<file path="src/rtl/adc_envelope_detector_if.sv">
// Streaming bus between the ADC front end and the envelope detector.
// With ADC_ENV_CLIP_DETECT_EN defined the bus also carries the rail-hit flag clip_o.
`default_nettype none

interface adc_envelope_detector_if #(
  parameter int DATA_WIDTH = 12
);
  logic                  in_valid_i;
  logic [DATA_WIDTH-1:0] in_data_i;
  logic                  mode_i;
  logic                  env_clr_i;
  logic                  out_valid_o;
  logic [DATA_WIDTH-2:0] mag_out_o;
  logic [DATA_WIDTH-2:0] env_out_o;
`ifdef ADC_ENV_CLIP_DETECT_EN
  logic                  clip_o;
`endif

  modport master (
    output in_valid_i, in_data_i, mode_i, env_clr_i,
`ifdef ADC_ENV_CLIP_DETECT_EN
    input  clip_o,
`endif
    input  out_valid_o, mag_out_o, env_out_o
  );

  modport slave (
    input  in_valid_i, in_data_i, mode_i, env_clr_i,
`ifdef ADC_ENV_CLIP_DETECT_EN
    output clip_o,
`endif
    output out_valid_o, mag_out_o, env_out_o
  );
endinterface

`default_nettype wire

</file>
<file path="src/rtl/adc_envelope_detector.sv">
// Two-stage ADC rectifier (half/full wave) with peak envelope: instant attack, hold, exponential decay.
// Optional rail-hit flag on the bus when ADC_ENV_CLIP_DETECT_EN is defined.
`default_nettype none

module adc_envelope_detector #(
  parameter int DATA_WIDTH   = 12,
  parameter int DECAY_SHIFT  = 4,
  parameter int HOLD_SAMPLES = 2,
  parameter int HOLD_BITS    = 8
) (
  input wire logic               clk,
  input wire logic               rst,
  adc_envelope_detector_if.slave bus
);
  localparam int MW = DATA_WIDTH - 1;
  localparam logic [DATA_WIDTH:0] C_MID     = {2'b01, {(DATA_WIDTH-1){1'b0}}};
  localparam logic [MW-1:0]       C_MAG_MAX = '1;
  localparam logic [MW-1:0]       C_ONE     = {{(MW-1){1'b0}}, 1'b1};
  localparam logic [HOLD_BITS-1:0] C_HOLD   = HOLD_BITS'(HOLD_SAMPLES);
  localparam logic [HOLD_BITS-1:0] C_HOLD_DEC = HOLD_BITS'(1);

  logic signed [DATA_WIDTH:0] diff_w;
  logic [DATA_WIDTH:0]        abs_w;
  logic [MW-1:0]              mag_w;

  logic                 s1_valid_q;
  logic [MW-1:0]        s1_mag_q;
  logic                 out_valid_q;
  logic [MW-1:0]        mag_q;
  logic [MW-1:0]        env_q, env_d;
  logic [HOLD_BITS-1:0] hold_q, hold_d;
  logic [MW-1:0]        step_w;

  // Offset-binary to signed, rectify, then clip the single full-scale negative code.
  always_comb begin
    diff_w = $signed({1'b0, bus.in_data_i} - C_MID);
    abs_w  = '0;
    if (diff_w[DATA_WIDTH]) begin
      if (bus.mode_i) abs_w = -diff_w;
    end else begin
      abs_w = diff_w;
    end
    mag_w = (abs_w > {2'b00, C_MAG_MAX}) ? C_MAG_MAX : abs_w[MW-1:0];
  end

  always_ff @(posedge clk) begin
    if (rst || bus.env_clr_i) begin
      s1_valid_q <= 1'b0;
      s1_mag_q   <= '0;
    end else begin
      s1_valid_q <= bus.in_valid_i;
      if (bus.in_valid_i) s1_mag_q <= mag_w;
    end
  end

  always_comb begin
    env_d  = env_q;
    hold_d = hold_q;
    step_w = env_q >> DECAY_SHIFT;
    if (step_w == '0) step_w = C_ONE;
    if (s1_valid_q) begin
      if (s1_mag_q >= env_q) begin
        env_d  = s1_mag_q;
        hold_d = C_HOLD;
      end else if (hold_q != '0) begin
        hold_d = hold_q - C_HOLD_DEC;
      end else begin
        env_d = (env_q >= step_w) ? env_q - step_w : '0;
      end
    end
  end

  always_ff @(posedge clk) begin
    if (rst) begin
      out_valid_q <= 1'b0;
      mag_q       <= '0;
      env_q       <= '0;
      hold_q      <= '0;
    end else if (bus.env_clr_i) begin
      out_valid_q <= 1'b0;
      env_q       <= '0;
      hold_q      <= '0;
    end else begin
      out_valid_q <= s1_valid_q;
      env_q       <= env_d;
      hold_q      <= hold_d;
      if (s1_valid_q) mag_q <= s1_mag_q;
    end
  end

  assign bus.out_valid_o = out_valid_q;
  assign bus.mag_out_o   = mag_q;
  assign bus.env_out_o   = env_q;

`ifdef ADC_ENV_CLIP_DETECT_EN
  logic s1_clip_q;
  logic clip_q;

  always_ff @(posedge clk) begin
    if (rst || bus.env_clr_i) begin
      s1_clip_q <= 1'b0;
      clip_q    <= 1'b0;
    end else begin
      if (bus.in_valid_i) s1_clip_q <= (bus.in_data_i == '0) || (bus.in_data_i == '1);
      clip_q <= s1_valid_q & s1_clip_q;
    end
  end

  assign bus.clip_o = clip_q;
`endif
endmodule

`default_nettype wire

</file>
<file path="src/flat_wrapper.sv">
// flat-port wrapper written by rule: the top's interface ports become plain ports
module adc_envelope_detector_flat 
#(
  parameter int DATA_WIDTH   = 12,
  parameter int DECAY_SHIFT  = 4,
  parameter int HOLD_SAMPLES = 2,
  parameter int HOLD_BITS    = 8
)
  (clk, rst, bus_in_valid_i, bus_in_data_i, bus_mode_i, bus_env_clr_i, bus_out_valid_o, bus_mag_out_o, bus_env_out_o);
  adc_envelope_detector_if #(.DATA_WIDTH(DATA_WIDTH)) bus_i ();
  input wire logic clk;
  input wire logic rst;
  input wire logic [$bits(bus_i.in_valid_i)-1:0] bus_in_valid_i;
  input wire logic [$bits(bus_i.in_data_i)-1:0] bus_in_data_i;
  input wire logic [$bits(bus_i.mode_i)-1:0] bus_mode_i;
  input wire logic [$bits(bus_i.env_clr_i)-1:0] bus_env_clr_i;
  output wire logic [$bits(bus_i.out_valid_o)-1:0] bus_out_valid_o;
  output wire logic [$bits(bus_i.mag_out_o)-1:0] bus_mag_out_o;
  output wire logic [$bits(bus_i.env_out_o)-1:0] bus_env_out_o;
  assign bus_i.in_valid_i = bus_in_valid_i;
  assign bus_i.in_data_i = bus_in_data_i;
  assign bus_i.mode_i = bus_mode_i;
  assign bus_i.env_clr_i = bus_env_clr_i;
  assign bus_out_valid_o = bus_i.out_valid_o;
  assign bus_mag_out_o = bus_i.mag_out_o;
  assign bus_env_out_o = bus_i.env_out_o;
  adc_envelope_detector #(.DATA_WIDTH(DATA_WIDTH), .DECAY_SHIFT(DECAY_SHIFT), .HOLD_SAMPLES(HOLD_SAMPLES), .HOLD_BITS(HOLD_BITS)) u_core (.clk(clk), .rst(rst), .bus(bus_i));
endmodule
</file>
<file path="config.mk">
export PLATFORM = sky130hd
export DESIGN_NAME = adc_envelope_detector_flat
export DESIGN_NICKNAME = d
export VERILOG_FILES = /design/src/rtl/adc_envelope_detector_if.sv /design/src/rtl/adc_envelope_detector.sv /design/src/flat_wrapper.sv
export SDC_FILE = /design/constraint.sdc
export NUM_CORES = 1
export LEC_CHECK = 0
export CAP_MARGIN = 30
export CORE_MARGIN = 5
export CORE_UTILIZATION = 61
export CTS_BUF_LIST = sky130_fd_sc_hd__clkbuf_4 sky130_fd_sc_hd__clkbuf_8
export DETAILED_ROUTE_END_ITERATION = 7
export GPL_TIMING_DRIVEN = 0
export HOLD_SLACK_MARGIN = 0.1
export PLACE_DENSITY = 0.9
export RECOVER_POWER = 50
export SYNTH_ARGS = -nofsm -noshare
export SYNTH_HDL_FRONTEND = slang
export SYNTH_SLANG_ARGS = --single-unit
</file>
<file path="constraint.sdc">
create_clock -name clk -period 4.5 [get_ports clk]
set_clock_uncertainty 0.1 [all_clocks]
set_input_delay 0.45 -clock clk [delete_from_list [all_inputs] [get_ports clk]]
set_output_delay 0.45 -clock clk [all_outputs]
set_load 0.03 [all_outputs]
</file>
# --- After elaboration in Yosys (flattened, before gate mapping) ---
# Cells that the tools add are included.
classes:
  add_sub_neg: 4
  order_cmp: 3
  eq_ne: 1
  muxes: 9
  n_bitwise: 1
  n_reduce_logical: 8
ops:
  columns: ["cell", "n"]
  rows:
  - ["$mux 11", 4]
  - ["$mux 13", 2]
  - ["$mux 8", 2]
  - ["$gt 13x11->1 const B", 1]
  - ["$neg 13->13", 1]
  - ["$sub 12x12->13 const B", 1]
  - ["$ge 11x11->1", 1]
  - ["$ge 11x7->1", 1]
  - ["$logic_not 11->1", 1]
  - ["$sub 11x7->11", 1]
  - ["$reduce_bool 8->1", 1]
  - ["$sub 8x1->8 const B", 1]
  - ["$mux 7", 1]
  - ["$reduce_and 2->1", 3]
  - ["$ne 2x1->1 const B", 1]
  - ["$reduce_bool 2->1", 1]
  - ["$reduce_or 2->1", 1]
  - ["$logic_or 1x1->1", 1]
  - ["$not 1->1", 1]
totals:
  regBits: 43
  in_bits: 17
  out_inout_bits: 23
  elab_cells: 32

# --- Longest topological paths before layout ---
depth:
  word_depth: 6
  ltp_mapped: 11
  depth_no_buf: 11

# --- Worst setup path after synthesis ---
# OpenSTA, ideal clock, no wires.
synth_timing:
  kind: "reg-to-reg"
  from: "register u_core.env_q[7] (netlist: u_core.bus.env_out_o[7])"
  to: "register u_core.env_q[6] (netlist: u_core.bus.env_out_o[6])"
  setup_time_ns: 0.136
  arrival_ns: 2.573
  required_ns: 4.264
  slack_ns: 1.690
  stages_incl_launch_ff: 12
  path_buffers: 0
  period_less_slack_ns: 2.810
  path_cell_list: "dfxtp_1 > nor4_1 > a31o_2 > ha_1 > inv_1 > fa_1 > nand3_1 > nand2_1 > maj3_1 > a211o_1 > nand4_1 > a31oi_1"
synth_between:
  elab_chain_cells: 6
  elab_cells_between_ends: 10
  classes_between: "add/sub (1); order compare (2); eq/ne (1); mux (4); reduce/logical (2)"
synth_rtl:
  columns: ["item", "line", "text"]
  rows:
  - ["start: declaration", "adc_envelope_detector.sv:30", "logic [MW-1:0] env_q, env_d;"]
  - ["start signal: assignment", "adc_envelope_detector.sv:85", "env_q <= env_d;"]
  - ["$logic_not 11->1", "adc_envelope_detector.sv:60", "if (step_w == '0) step_w = C_ONE;"]
  - ["$mux 7", "adc_envelope_detector.sv:60", null]
  - ["$sub 11x7->11 / $ge 11x7->1 (equally long branches)", "adc_envelope_detector.sv:68", "env_d = (env_q >= step_w) ? env_q - step_w : '0;"]
  - ["$mux 11", "adc_envelope_detector.sv:68", null]
  - ["$mux 11", "adc_envelope_detector.sv:65", "end else if (hold_q != '0) begin"]
  - ["$mux 11", "adc_envelope_detector.sv:62", "if (s1_mag_q >= env_q) begin"]
# Several ways; a longest one is shown, not always the timed one. The select of a mux whose other input is x is not followed.
# A chain may end at the register's enable or synchronous reset.

# --- Final worst setup path ---
layout_timing:
  from: "register u_core.env_q[8] (netlist: u_core.bus.env_out_o[8])"
  to: "register u_core.env_q[6] (netlist: u_core.bus.env_out_o[6])"
# Same word-level chain as after synthesis.

==> results.sh <==
export IMPL_cts_resized=0
export IMPL_synthFlopType="dfxtp_1"
export IMPL_worst_path_max_fanout=8
export IMPL_use_met1_pct=28.76
export IMPL_drc=0
export IMPL_nNetsFinal=440
export IMPL_setup_tns_ns=0
export IMPL_groute_layer_met2_usage_pct=42.78
export IMPL_arrival_ns=3.10
export IMPL_peakVddDrop_v=0.0001703
export IMPL_die_area_um2=6206
export IMPL_drtIter0Drc=226
export IMPL_cts_setup_buffers=0
export IMPL_grt_overflow_total=0
export IMPL_met3_usage_pct=4.762
export IMPL_grt_pass1_wl_um=12360
export IMPL_setup_violations=0
export IMPL_status="complete, no violations"
export IMPL_busiest_layer="met2"
export IMPL_synth_nets=395
export IMPL_finalMaxSlewViolations=0
export IMPL_post_drt_via_cell_ratio=6.260
export IMPL_yosysTopAreaCell="dfxtp_1"
export IMPL_yosysUniqueCellTypes=67
export IMPL_worst_pin_slew_ns=0.6614
export IMPL_fillCellCount=351
export IMPL_hold_path_class="reg2reg"
export IMPL_cap_violations=0
export IMPL_h_tree_depth=2
export IMPL_routedWlPerCell_um=15.96
export IMPL_antenna_found_initial=0
export IMPL_ios=40
export IMPL_synth_edf_count=0
export IMPL_period_share_pct=67.15
export IMPL_criticalPathCategory="reg2reg"
export IMPL_drtPass1Iterations=5
export IMPL_num_rows=25
export IMPL_fmax_mhz=330.9
export IMPL_initial_core_util_pct=61.91
export IMPL_area_growth_pct=18.78
export IMPL_grt_pass1_vias=2769
export IMPL_path_clk_slew_ns=0.09
export IMPL_p_total_mw=0.9547
export IMPL_numCtsBuffers=5
export IMPL_avgSynthCellArea_um2=8.082
export IMPL_async_reset_ff_share_pct=0
export IMPL_io_buffers=38
export IMPL_synth_area_um2=2885
export IMPL_via_count=2861
export IMPL_coreArea_um2=4661
export IMPL_netlist_top_cells_area="dfxtp_1, ha_1, a21oi_1"
export IMPL_most_common_layout_cells="dfxtp_1, a21oi_1, nand2_1, o21ai_0, inv_1"
export IMPL_clockBufferDepth=2
export IMPL_syn_inst=357
export IMPL_antenna_cells=0
export IMPL_layout_commonest_cell="dfxtp_1"
export IMPL_cts_hold_buf=0
export IMPL_cts_tree="done"
export IMPL_ant_nets=0
export IMPL_hold_viol_final=0
export IMPL_layout_min_cycle_time_ns=3.022
export IMPL_grt_max_degree=16
export IMPL_critPathCaptureType="register"
export IMPL_cpPeakStageDelay_ns=0.44
export IMPL_ys_warn_count=0
export IMPL_wl_um=7296
export IMPL_slowest_stage="nor4_1"
export IMPL_power_density_nw_per_um2=278.6
export IMPL_ys_seq_area_share_pct=29.84
export IMPL_drive_gt1_share_pct=9.677
export IMPL_slew_limit_headroom_pct=55.33
export IMPL_grt_usage_pct=24.72
export IMPL_crit_path_start_kind="register"
export IMPL_synth_top_area_share_pct=29.84
export IMPL_ys_ff_latch=43
export IMPL_required_ns=4.58
export IMPL_clock_latency_ns=0.31
export IMPL_rsz0062_at_grt="no"
export IMPL_clkSinkCount=43
export IMPL_die_w_um=78.78
export IMPL_critical_path_cell_chain="nor4_1, a31o_2, ha_1, inv_1, fa_1, nand3_1, nand2_1, maj3_1, a211o_1, nand4_1, a31oi_1"
export IMPL_dp_hpwl_um=5614
export IMPL_finalWeightedCongestion=0.8890
export IMPL_die_h_um=78.78
export IMPL_power_leakage_nw=1.341
export IMPL_root_buffer="clkbuf_8"
==> sequential cells by signal, summed over array words and instances (netlist names) <==
register and flops:
u_core.bus.env_out_o 11, u_core.bus.mag_out_o 11, u_core.s1_mag_q 11, u_core.hold_q 8
u_core.bus.out_valid_o 1, u_core.s1_valid_q 1
==> synthesized netlist by cell type (3+ instances only) <==
cell type and number:
nor4_1 4, nor2_1 22, o221a_2 6, a31oi_1 10, o21ai_1 3, a21oi_1 42
nand3_1 14, dfxtp_1 43, o21a_1 6, and2_1 3, nor3_1 11, xor2_1 3
xnor2_1 6, ha_1 20, or2_2 3, nand2_1 36, nand3b_1 3, o21ai_0 29
inv_1 26, clkbuf_1 6
==> metal layers <==
| layer | vias up | wire length, um |
|---|---|---|
| li1 | 1409 | - |
| met1 | 1287 | 3095 |
| met2 | 137 | 3447 |
| met3 | 28 | 483 |
| met4 | 0 | 269 |
| met5 | - | 0 |
==> cell type report <==
type,instances,area [um2],area share (%)
plain buffers,11,62.56,1.825
clock buffers,5,68.82,2.008
clock inverters,3,25.02,0.7302
inverters,26,97.59,2.848
multi-input cells,277,1864,54.40
flip-flops and latches,43,860.8,25.12
well taps,54,67.56,1.972
repair buffers,38,380.4,11.10
==> worst paths after layout <==
| path | from | endpoint | slack [ns] | cells after the start |
|---|---|---|---|---|
| min reg2reg | u_core.bus.mag_out_o[2]$_SDFFE_PP0P_ | u_core.bus.mag_out_o[2]$_SDFFE_PP0P_ | 0.36 | 2 |
| max | u_core.bus.env_out_o[8]$_SDFFE_PP0P_ | u_core.bus.env_out_o[6]$_SDFFE_PP0P_ | 1.48 | 11 |
| max reg2reg | u_core.bus.env_out_o[8]$_SDFFE_PP0P_ | u_core.bus.env_out_o[6]$_SDFFE_PP0P_ | 1.48 | 11 |
| min | u_core.bus.mag_out_o[2]$_SDFFE_PP0P_ | u_core.bus.mag_out_o[2]$_SDFFE_PP0P_ | 0.36 | 2 |
==> power breakdown <==
part	switching [mW]	internal, mW	total (mW)	leakage [nW]
registers	0.0126	0.389	0.402	0.348
logic	0.178	0.120	0.298	0.948
clock network	0.143	0.111	0.254	0.0443
total	0.334	0.620	0.955	1.34
==> kinds of logic (layout without fill, tap and decap cells) <==
| logic type | Yosys count | in the layout | share of synthesized area (%) |
|---|---|---|---|
| compound gates | 127 | 127 | 30.31 |
| xor+xnor | 9 | 9 | 2.732 |
| fa+ha+maj | 22 | 22 | 9.714 |
| flops | 43 | 43 | 29.84 |
| simple gates | 119 | 119 | 21.86 |
| buf+inv | 37 | 83 | 5.550 |
==> through the flow <==
| stage | std cells | hold slack, ns | instance area, um2 | setup slack (ns) | utilization, % |
|---|---|---|---|---|---|
| finish | 457 | 0.3575 | 3427 | 1.478 | 73.53 |
| global route | 457 | 0.3760 | 3427 | 1.331 | 73.53 |
| CTS | 457 | 0.3653 | 3427 | 1.482 | 73.53 |
| detailed placement | 449 | 0.3524 | 3333 | 1.499 | 71.52 |
| global placement | 449 | 0.3469 | 3333 | 1.553 | 71.52 |
| floorplan | 357 | 0.3485 | 2885 | 1.690 | - |
==> worst max-delay path: cells and delay by family (launching register included) <==
kind	cells	cell delay, ns
buf+inv	1	0.07
simple gates	4	0.76
flops	1	0.40
compound gates	3	0.62
fa+ha+maj	3	0.96
Note: power is estimated with default switching activity, not from simulation.
